## src/rtl/regfile_pkg.sv

```systemverilog
// regfile_pkg: items shared by the multi-port register file and its
// scoreboard.
//   XLEN_DEF / NREG_DEF : default data width and architectural register count
//   ZERO_REG            : index of the hardwired-zero register
//   slice_lo()          : low bit of lane idx in a flattened multi-port bus
package regfile_pkg;

  localparam int XLEN_DEF = 32;
  localparam int NREG_DEF = 32;
  localparam int ZERO_REG = 0;

  // Port idx of a flattened bus occupies bits [slice_lo(idx, width) +: width].
  function automatic int slice_lo(input int idx, input int width);
    return idx * width;
  endfunction

endpackage

```

## src/rtl/regfile_sb.sv

```systemverilog
// regfile_sb: busy scoreboard for the register file.
// Issue sets a destination busy. A clearing writeback makes it idle again.
// Set wins over a same-cycle clear, because the newly issued producer
// supersedes the one that is retiring.
//   clk, rst_n : clock and asynchronous active-low reset
//   wr_en      : NWR write enables (a clear needs wr_en as well as wr_clr)
//   wr_addr    : NWR*AW write addresses
//   wr_clr     : NWR clear-busy requests that travel with the writes
//   sb_set     : issue strobe; marks sb_addr busy
//   sb_addr    : register being issued
//   busy       : current busy vector; bit ZERO_REG is always 0
//   clr_now    : registers that this edge clears (clear present, no set)
//   busy_cnt   : registered popcount of the post-edge busy vector
module regfile_sb
  import regfile_pkg::*;
#(
  parameter int NREG = NREG_DEF,
  parameter int NWR  = 1,
  parameter int AW   = $clog2(NREG)
) (
  input  logic                clk,
  input  logic                rst_n,
  input  logic [NWR-1:0]      wr_en,
  input  logic [NWR*AW-1:0]   wr_addr,
  input  logic [NWR-1:0]      wr_clr,
  input  logic                sb_set,
  input  logic [AW-1:0]       sb_addr,
  output logic [NREG-1:0]     busy,
  output logic [NREG-1:0]     clr_now,
  output logic [AW:0]         busy_cnt
);

  logic [NREG-1:0] set_vec;
  logic [NREG-1:0] clr_vec;
  logic [NREG-1:0] busy_next;
  logic [AW:0]     cnt_next;

  // NOTE: each always_comb variable gets a default on its first line. Any
  // path that leaves a variable unassigned would otherwise infer a latch.
  always_comb begin
    set_vec = '0;
    clr_vec = '0;
    if (sb_set && (sb_addr != AW'(ZERO_REG))) set_vec[sb_addr] = 1'b1;
    for (int j = 0; j < NWR; j++) begin
      if (wr_en[j] && wr_clr[j]) clr_vec[wr_addr[slice_lo(j, AW) +: AW]] = 1'b1;
    end
    clr_vec[ZERO_REG] = 1'b0;
  end

  assign clr_now   = clr_vec & ~set_vec;
  assign busy_next = (busy | set_vec) & ~clr_now;

  always_comb begin
    cnt_next = '0;
    for (int r = 1; r < NREG; r++) cnt_next = cnt_next + (AW + 1)'(busy_next[r]);
  end

  // NOTE: use non-blocking assignments for state so that every flop samples
  // the pre-edge values, whatever order the statements appear in.
  always_ff @(posedge clk or negedge rst_n) begin
    if (!rst_n) begin
      busy     <= '0;
      busy_cnt <= '0;
    end else begin
      busy     <= busy_next;
      busy_cnt <= cnt_next;
    end
  end

endmodule

```

## src/rtl/regfile_mp.sv

```systemverilog
// regfile_mp: parametrised multi-port integer register file. It has
// optional same-cycle write-to-read bypass and a built-in busy scoreboard.
//   clk, rst_n : clock and asynchronous active-low reset
//   rd_addr    : NRD*AW read addresses, port i at [i*AW +: AW]
//   rd_data    : NRD*XLEN combinational read data
//   rd_busy    : NRD flags, set when the read register has a pending producer
//   wr_en      : NWR write enables
//   wr_addr    : NWR*AW write addresses
//   wr_data    : NWR*XLEN write data
//   wr_clr     : NWR flags; the write also clears the busy bit of its address
//   sb_set     : issue strobe; marks sb_addr busy
//   sb_addr    : destination being issued
//   busy_cnt   : registered count of busy registers (register 0 excluded)
module regfile_mp
  import regfile_pkg::*;
#(
  parameter int XLEN   = XLEN_DEF,
  parameter int NREG   = NREG_DEF,
  parameter int NRD    = 2,
  parameter int NWR    = 1,
  parameter int BYPASS = 1,
  localparam int AW    = $clog2(NREG)
) (
  input  logic                 clk,
  input  logic                 rst_n,
  input  logic [NRD*AW-1:0]    rd_addr,
  output logic [NRD*XLEN-1:0]  rd_data,
  output logic [NRD-1:0]       rd_busy,
  input  logic [NWR-1:0]       wr_en,
  input  logic [NWR*AW-1:0]    wr_addr,
  input  logic [NWR*XLEN-1:0]  wr_data,
  input  logic [NWR-1:0]       wr_clr,
  input  logic                 sb_set,
  input  logic [AW-1:0]        sb_addr,
  output logic [AW:0]          busy_cnt
);

  logic [NREG-1:0][XLEN-1:0] rf;
  logic [NREG-1:0]           busy;
  logic [NREG-1:0]           clr_now;

  assign rf[ZERO_REG] = '0;

  for (genvar r = 1; r < NREG; r++) begin : g_reg
    logic            hit;
    logic [XLEN-1:0] val;
    logic [XLEN-1:0] q;

    // A later port overwrites an earlier match, so the highest index wins.
    always_comb begin
      hit = 1'b0;
      val = '0;
      for (int j = 0; j < NWR; j++) begin
        if (wr_en[j] && (wr_addr[slice_lo(j, AW) +: AW] == AW'(r))) begin
          hit = 1'b1;
          val = wr_data[slice_lo(j, XLEN) +: XLEN];
        end
      end
    end

    // NOTE: every word has an asynchronous reset. That makes this storage
    // a bank of flops, not an inferred RAM. The reset behaviour needs it.
    always_ff @(posedge clk or negedge rst_n) begin
      if (!rst_n)   q <= '0;
      else if (hit) q <= val;
    end

    assign rf[r] = q;
  end

  for (genvar i = 0; i < NRD; i++) begin : g_rd
    logic [AW-1:0]   ra;
    logic [XLEN-1:0] data;
    logic            bsy;

    assign ra = rd_addr[slice_lo(i, AW) +: AW];

    always_comb begin
      data = rf[ra];
      if (BYPASS != 0) begin
        for (int j = 0; j < NWR; j++) begin
          if (wr_en[j] && (wr_addr[slice_lo(j, AW) +: AW] == ra) && (ra != AW'(ZERO_REG)))
            data = wr_data[slice_lo(j, XLEN) +: XLEN];
        end
      end
      // Writes driven while the file is in reset must not leak through the bypass.
      if (!rst_n) data = '0;
    end

    // A clearing write in this cycle lets decode take the bypassed value without stalling.
    always_comb begin
      bsy = busy[ra];
      if ((BYPASS != 0) && clr_now[ra]) bsy = 1'b0;
      if (!rst_n) bsy = 1'b0;
    end

    assign rd_data[slice_lo(i, XLEN) +: XLEN] = data;
    assign rd_busy[i] = bsy;
  end

  regfile_sb #(
    .NREG (NREG),
    .NWR  (NWR),
    .AW   (AW)
  ) u_sb (
    .clk      (clk),
    .rst_n    (rst_n),
    .wr_en    (wr_en),
    .wr_addr  (wr_addr),
    .wr_clr   (wr_clr),
    .sb_set   (sb_set),
    .sb_addr  (sb_addr),
    .busy     (busy),
    .clr_now  (clr_now),
    .busy_cnt (busy_cnt)
  );

endmodule
```

## config.mk

```make
export PLATFORM = sky130hd
export DESIGN_NAME = regfile_mp
export DESIGN_NICKNAME = d
export VERILOG_FILES = /design/src/rtl/regfile_pkg.sv /design/src/rtl/regfile_sb.sv /design/src/rtl/regfile_mp.sv
export SDC_FILE = /design/constraint.sdc
export NUM_CORES = 2
export LEC_CHECK = 0
export BUFFER_PORTS_ARGS = -buffer_cell sky130_fd_sc_hd__buf_4
export CAP_MARGIN = 20
export CORE_MARGIN = 2
export CORE_UTILIZATION = 65
export CTS_CLUSTER_DIAMETER = 120
export DETAILED_ROUTE_END_ITERATION = 7
export PLACE_DENSITY = 0.89
export RECOVER_POWER = 50
export SYNTH_ARGS = -nofsm -noshare
export SYNTH_HDL_FRONTEND = slang
export SYNTH_HIERARCHICAL = 1
export SYNTH_SLANG_ARGS = --single-unit
```

## constraint.sdc

```tcl
create_clock -name clk -period 13.1 [get_ports clk]
set_clock_uncertainty 0.2 [all_clocks]
set_input_delay 1.31 -clock clk [delete_from_list [all_inputs] [get_ports clk]]
set_output_delay 1.31 -clock clk [all_outputs]
set_load 0.05 [all_outputs]
```

After elaboration in Yosys (flattened, before gate mapping)
Cells that the tools add are included.
- logic and storage cells: 237
- register bits: 1030
- input bits: 57
- output and inout bits: 72
- bitwise logic cells: 5
- order comparisons: 6
- reduce and logical (&&, ||, !) cells: 42
- equality and inequality tests: 33
- multiplexer cells: 88
- $add $sub $neg: 30
- operators by type and width (cell ; count):
    $mux 32 ; 39
    $bmux 32 s5 ; 2
    $add 6x1->6 ; 29
    $eq 5x5->1 const B ; 16
    $and 32x32->32 ; 2
    $not 32->32 ; 2
    $mux 1 ; 41
    $eq 5x4->1 const B ; 8
    $logic_and 1x1->1 ; 39
    $or 32x32->32 ; 1
    $lt 5x6->1 const B ; 4
    $bmux 1 s5 ; 4
    $eq 5x3->1 const B ; 4
    $reduce_bool 5->1 ; 3
    $demux 1 s5 ; 2
    $eq 5x2->1 const B ; 2
    $eq 5x5->1 ; 2
    $ge 5x1->1 const B ; 2
    $eq 5x1->1 const B ; 1
    $add 1x1->2 ; 1

Logic depth before layout (Yosys ltp)
- word-level depth: 39
- depth in mapped cells: 20

Modules after synthesis
The synthesis kept the hierarchy.
- by module, submodules not included (module ; cells an instance ; area each (um2) ; seq. area each (um2) ; times used):
    regfile_mp ; 4177 ; 55435.7 ; 24823.8 ; 1
    regfile_sb ; 274 ; 2548.7 ; 950.9 ; 1

Worst setup path before layout
Ideal clock, no wire load.
- path type: input to register
- start point: input port wr_addr[0]
- end point: register u_sb.busy_cnt[4]
- path buffers: 1
- slack: 6.403 ns
- cell stages on the path: 19
- data arrival time: 6.417 ns
- path through: and4b_1 -> clkbuf_1 -> nand2_1 -> a21o_1 -> fa_1 -> inv_1 -> fa_1 -> inv_1 -> fa_1 -> inv_1 -> fa_1 -> fa_1 -> inv_1 -> fa_1 -> fa_1 -> fa_1 -> a21o_1 -> a21oi_1 -> xnor2_1
- elaborated cells between the ends (all ways): 39
- RTL lines (item ; RTL line ; RTL):
    from (decl) ; regfile_mp.sv:30 ; input logic [NWR*AW-1:0] wr_addr,
    $lt 5x6->1 (not written as such) or $ge 5x1->1 (tied branches) ; regfile_sb.sv:45 ; if (wr_en[j] && wr_clr[j]) clr_vec[wr_addr[slice_lo(j, AW) +: AW]] = 1'b1;
    $logic_and 1x1->1 (not written as such) ; regfile_sb.sv:45 ;
    $mux 1 (not written as such) ; regfile_sb.sv:45 ;
    $demux 1 s5 (*) ; - ;
    $mux 32 (*) ; regfile_sb.sv:45 ;
    $and 32x32->32 (*) ; regfile_sb.sv:50 ; assign clr_now = clr_vec & ~set_vec;
    $not 32->32 (*) ; regfile_sb.sv:51 ; assign busy_next = (busy | set_vec) & ~clr_now;
    $and 32x32->32 (*) ; regfile_sb.sv:51 ;
    named net u_sb.busy_next[26] ; regfile_sb.sv:35 ; logic [NREG-1:0] busy_next;
    $add 6x1->6 (*) (6 in series) ; regfile_sb.sv:55 ; for (int r = 1; r < NREG; r++) cnt_next = cnt_next + (AW + 1)'(busy_next[r]);
    named net u_sb.cnt_next[4] ; regfile_sb.sv:36 ; logic [AW:0] cnt_next;
    to (signal assigned) ; regfile_sb.sv:66 ; busy_cnt <= cnt_next;
    to (decl) ; regfile_sb.sv:30 ; output logic [AW:0] busy_cnt
The timed path passes the listed nets; every way through them passes the cells marked *.
A chain may end at the register's enable or synchronous reset.

Final worst setup path
- start point: input port rst_n
- end point: output port rd_data[32]
- longest elaborated chain between the ends: 1
- RTL lines (item ; RTL line ; RTL):
    from (decl) ; regfile_mp.sv:25 ; input logic rst_n,
    $mux 32 ; regfile_mp.sv:87 ; if (!rst_n) data = '0;
    to (decl) ; regfile_mp.sv:27 ; output logic [NRD*XLEN-1:0] rd_data,
No other way between the ends.

==> results.yml <==
outcome:
  status: "finished, violations left"
  violations: "design-rule violations, max-capacitance violations, max-slew violations"
routing:
  drtPass1Iterations: 8
  via_per_inst: 7.70
  finalWirelength_mm: 189
  drc: 3
  ant_nets: 0
  post_drt_wl_per_cell_um: 33.9
  drt_iter0_markers: 6506
  vias: 42900
yosys:
  synth_nets: 4538
  synthMuxAreaShare_pct: 38.7
  avgSynthCellArea_um2: 13.0
  synth_simple_gate_area_share_pct: 3.47
  synth_xor_area_share_pct: 0.166
  synth-adder-area-share_pct: 0.945
  synth_cell_type_count: 78
  synth_top_family_by_area: "multiplexers"
  synth_seq_cells: 1030
  synth_compound_area_share_pct: 8.21
  yosys_warnings: 6
  async_flop_share_pct: 100
  synth-edff-count: 0
  ys_seq_area_share_pct: 44.5
  synthCells: 4451
  synth_area_um2: 58000
  ys.flop_type: "dfrtp_1"
timing:
  slew_violations: 365
  setup_viol_count_final: 0
  slew_headroom_pct: -166
  rsz0062_at_grt: "no"
  hold_viol_final: 0
  post-route-period-util_pct: 69.7
  fin_setup_tns_ns: 0
  period_minus_slack_ns: 9.12
  fmax_mhz: 110
  worst_pin_slew_ns: 3.99
  holdWs_ns: 0.182
clock_tree:
  cts_setup_buffers: 0
  htree_num_levels: 3
  tritoncts: "done"
  root_buffer: "clkbuf_16"
  ctsLongestPathBuffers: 3
  clock_sinks: 1030
  cts_hold_buf: 0
  cts-buffers-inserted: 104
  cts_resized: 0
  clk_latency_ns: 0.71
  clkTransAtPathRegs_ns: 0.06
setup_path:
  cp.required_ns: 11.59
  startpoint_type: "input pin"
  crit_path_frequent_cell: "clkbuf_1"
  cp_top_family: "buffers and inverters"
  worst_path_largest_cell_delay_ns: 2.36
  cp.buffers_inverters: 4
  cpMaxStageDelayCell: "clkbuf_1"
  worstPathArrival_ns: 7.61
  worstSetupEndpointType: "output port"
  path_class: "input pin to output port"
  cp_max_fo: 107
  worstPathCellList: "clkbuf_1, buf_12, clkbuf_1, o21ai_0, a21oi_1, buf_4"
power_and_ir_drop:
  leakagePower_nw: 27.5
  vdd_drop_max_mv: 0.395
  p_per_area_nw_per_um2: 171
floorplan:
  dieArea_um2: 91600
  die_y_um: 303
  start_util_pct: 65.6
  dieWidth_um: 303
  io_pins: 129
  core_um2: 88400
  row_count: 109
grt:
  grt_max_degree: 161
  grt_pass1_vias: 44200
  track_usage_pct: 41.5
  antenna_found_initial: 15
  grt_pass1_wl_mm: 281
  grt_overflow: 0
flow_run:
  maxCapViolCount: 9
final_layout:
  multi_input_area_um2: 30000
  ff_latch_area_um2: 25800
  final_util_pct: 70.9
  nFillCells: 5502
  nets: 4392
  drive_gt1_share_pct: 46.4
  area_delta_synth_final_pct: 7.99
min_path:
  hold_class: "flop to flop"
place:
  port_buffers: 128
  hpwl_mm: 103
  place.gp.congestion: 0.910
## synthesized netlist by cell type (6+ instances only)
cell type | number | share of area, %
a211oi_1 | 47 | 0.61
a21o_1 | 32 | 0.41
a21oi_1 | 109 | 0.94
a221o_1 | 32 | 0.55
a221oi_1 | 43 | 0.65
a22oi_1 | 24 | 0.31
a31oi_1 | 6 | 0.065
buf_1 | 21 | 0.14
buf_2 | 177 | 1.5
buf_4 | 35 | 0.45
buf_6 | 17 | 0.33
clkbuf_1 | 204 | 1.3
dfrtp_1 | 1030 | 44
fa_1 | 23 | 0.79
ha_1 | 7 | 0.15
inv_1 | 29 | 0.19
mux2_1 | 27 | 0.52
mux2_2 | 1397 | 27
mux2i_1 | 160 | 2.8
mux4_2 | 211 | 8.2
nand2_1 | 98 | 0.63
nand2b_1 | 42 | 0.45
nand3_1 | 7 | 0.060
nor2_1 | 146 | 0.95
nor2b_1 | 9 | 0.097
nor3_1 | 71 | 0.61
o21ai_0 | 67 | 0.58
o221a_2 | 27 | 0.52
o221ai_1 | 69 | 1.0
o22ai_1 | 160 | 1.7
o31a_1 | 6 | 0.091
o31ai_1 | 26 | 0.34
xnor2_1 | 8 | 0.12
## worst paths after layout
check / startpoint / to / slack (ns) / depth (start not counted)
setup / recovery: rst_n / rd_data[32] / 3.98 / 6
hold / removal: u_sb/busy[0] / u_sb/busy[0] / 0.18 / 0
setup reg to reg: u_sb/busy[26] / u_sb/busy_cnt[4] / 7.63 / 16
hold reg to reg: u_sb/busy[0] / u_sb/busy[0] / 0.18 / 0
max in group asynchronous: rst_n / g_reg[28].q[19] / 6.52 / 3
min in group asynchronous: rst_n / g_reg[30].q[30] / 1.42 / 1
## through the flow
| step | cells | instance area (um2) | setup slack [ns] | power (mW) |
|---|---|---|---|---|
| after detailed placement | 5364 | 59100 | 5.87 | 7.51 |
| after global routing | 5557 | 62600 | 3.06 | 11.2 |
| after CTS | 5555 | 62700 | 6.10 | 10.7 |
| after global placement | 5364 | 59100 | 5.87 | 7.33 |
| final | 5568 | 62600 | 3.98 | 10.7 |
| after floorplan | 4451 | 58000 | 6.40 | 6.67 |
## registers in the layout, indices dropped and copies added (netlist names)
signal / count
u_sb/busy: 32
g.q: 992
u_sb/busy_cnt: 6
## cell usage in the layout, fill, tap and decap left out, drive strengths merged, types with 33 or more instances in the layout
master,synthesis,final
a21oi,109,109
a221oi,43,43
nand2,99,99
nand2b,43,43
mux4,212,212
mux2,1424,1424
o22ai,160,160
o221ai,69,69
o21ai,68,68
inv,32,33
nor3,71,71
dfrtp,1030,1030
clkbuf,204,177
mux2i,160,160
a211oi,48,48
buf,254,194
nor2,146,146
## metal layers
| metal | vias up | global-route usage (%) | share of wire, % |
|---|---|---|---|
| met2 | 3542 | 58.7 | 43 |
| met5 | - | 0 | 0.031 |
| met4 | 10 | 29.4 | 8.2 |
| met1 | 21600 | 52.0 | 34 |
| li1 | 16600 | - | - |
| met3 | 1136 | 16.6 | 15 |
## where the power goes
part | internal (mW) | switching, mW | total [mW]
Combinational | 1.64 | 1.64 | 3.28
Sequential | 3.85 | 0.502 | 4.35
Clock | 1.80 | 1.30 | 3.11
Total | 7.29 | 3.44 | 10.7
## cell families after synthesis
family                     Yosys count
AOI/OAI and AO/OA                  672
xor gates and xnor gates            11
adders and majority gates           30
buffers and inverters              492
DFF                               1030
muxes                             1796
other                                1
and+or+nand+nor                    419
## worst reg2reg max path: cells and delay by family (launching register included)
kind                     cells  cell delay, ns
buffers and inverters        4            0.22
adder cells (fa/ha/maj)      8            3.87
XOR/XNOR                     1            0.15
AO/OA/AOI/OAI                3            0.56
flip-flops                   1            0.38
## layout make-up
| cell class | instances | share of cell area (%) |
|---|---|---|
| flip-flops and latches | 1030 | 41.2 |
| multi-input cells | 2929 | 48.0 |
| clock inverters | 26 | 0.585 |
| clock buffers | 165 | 5.09 |
| diodes | 13 | 0.0520 |
| well taps | 1165 | 2.33 |
| inverters | 34 | 0.212 |
| repair buffers | 206 | 2.59 |
(Power assumes the default switching activity.)
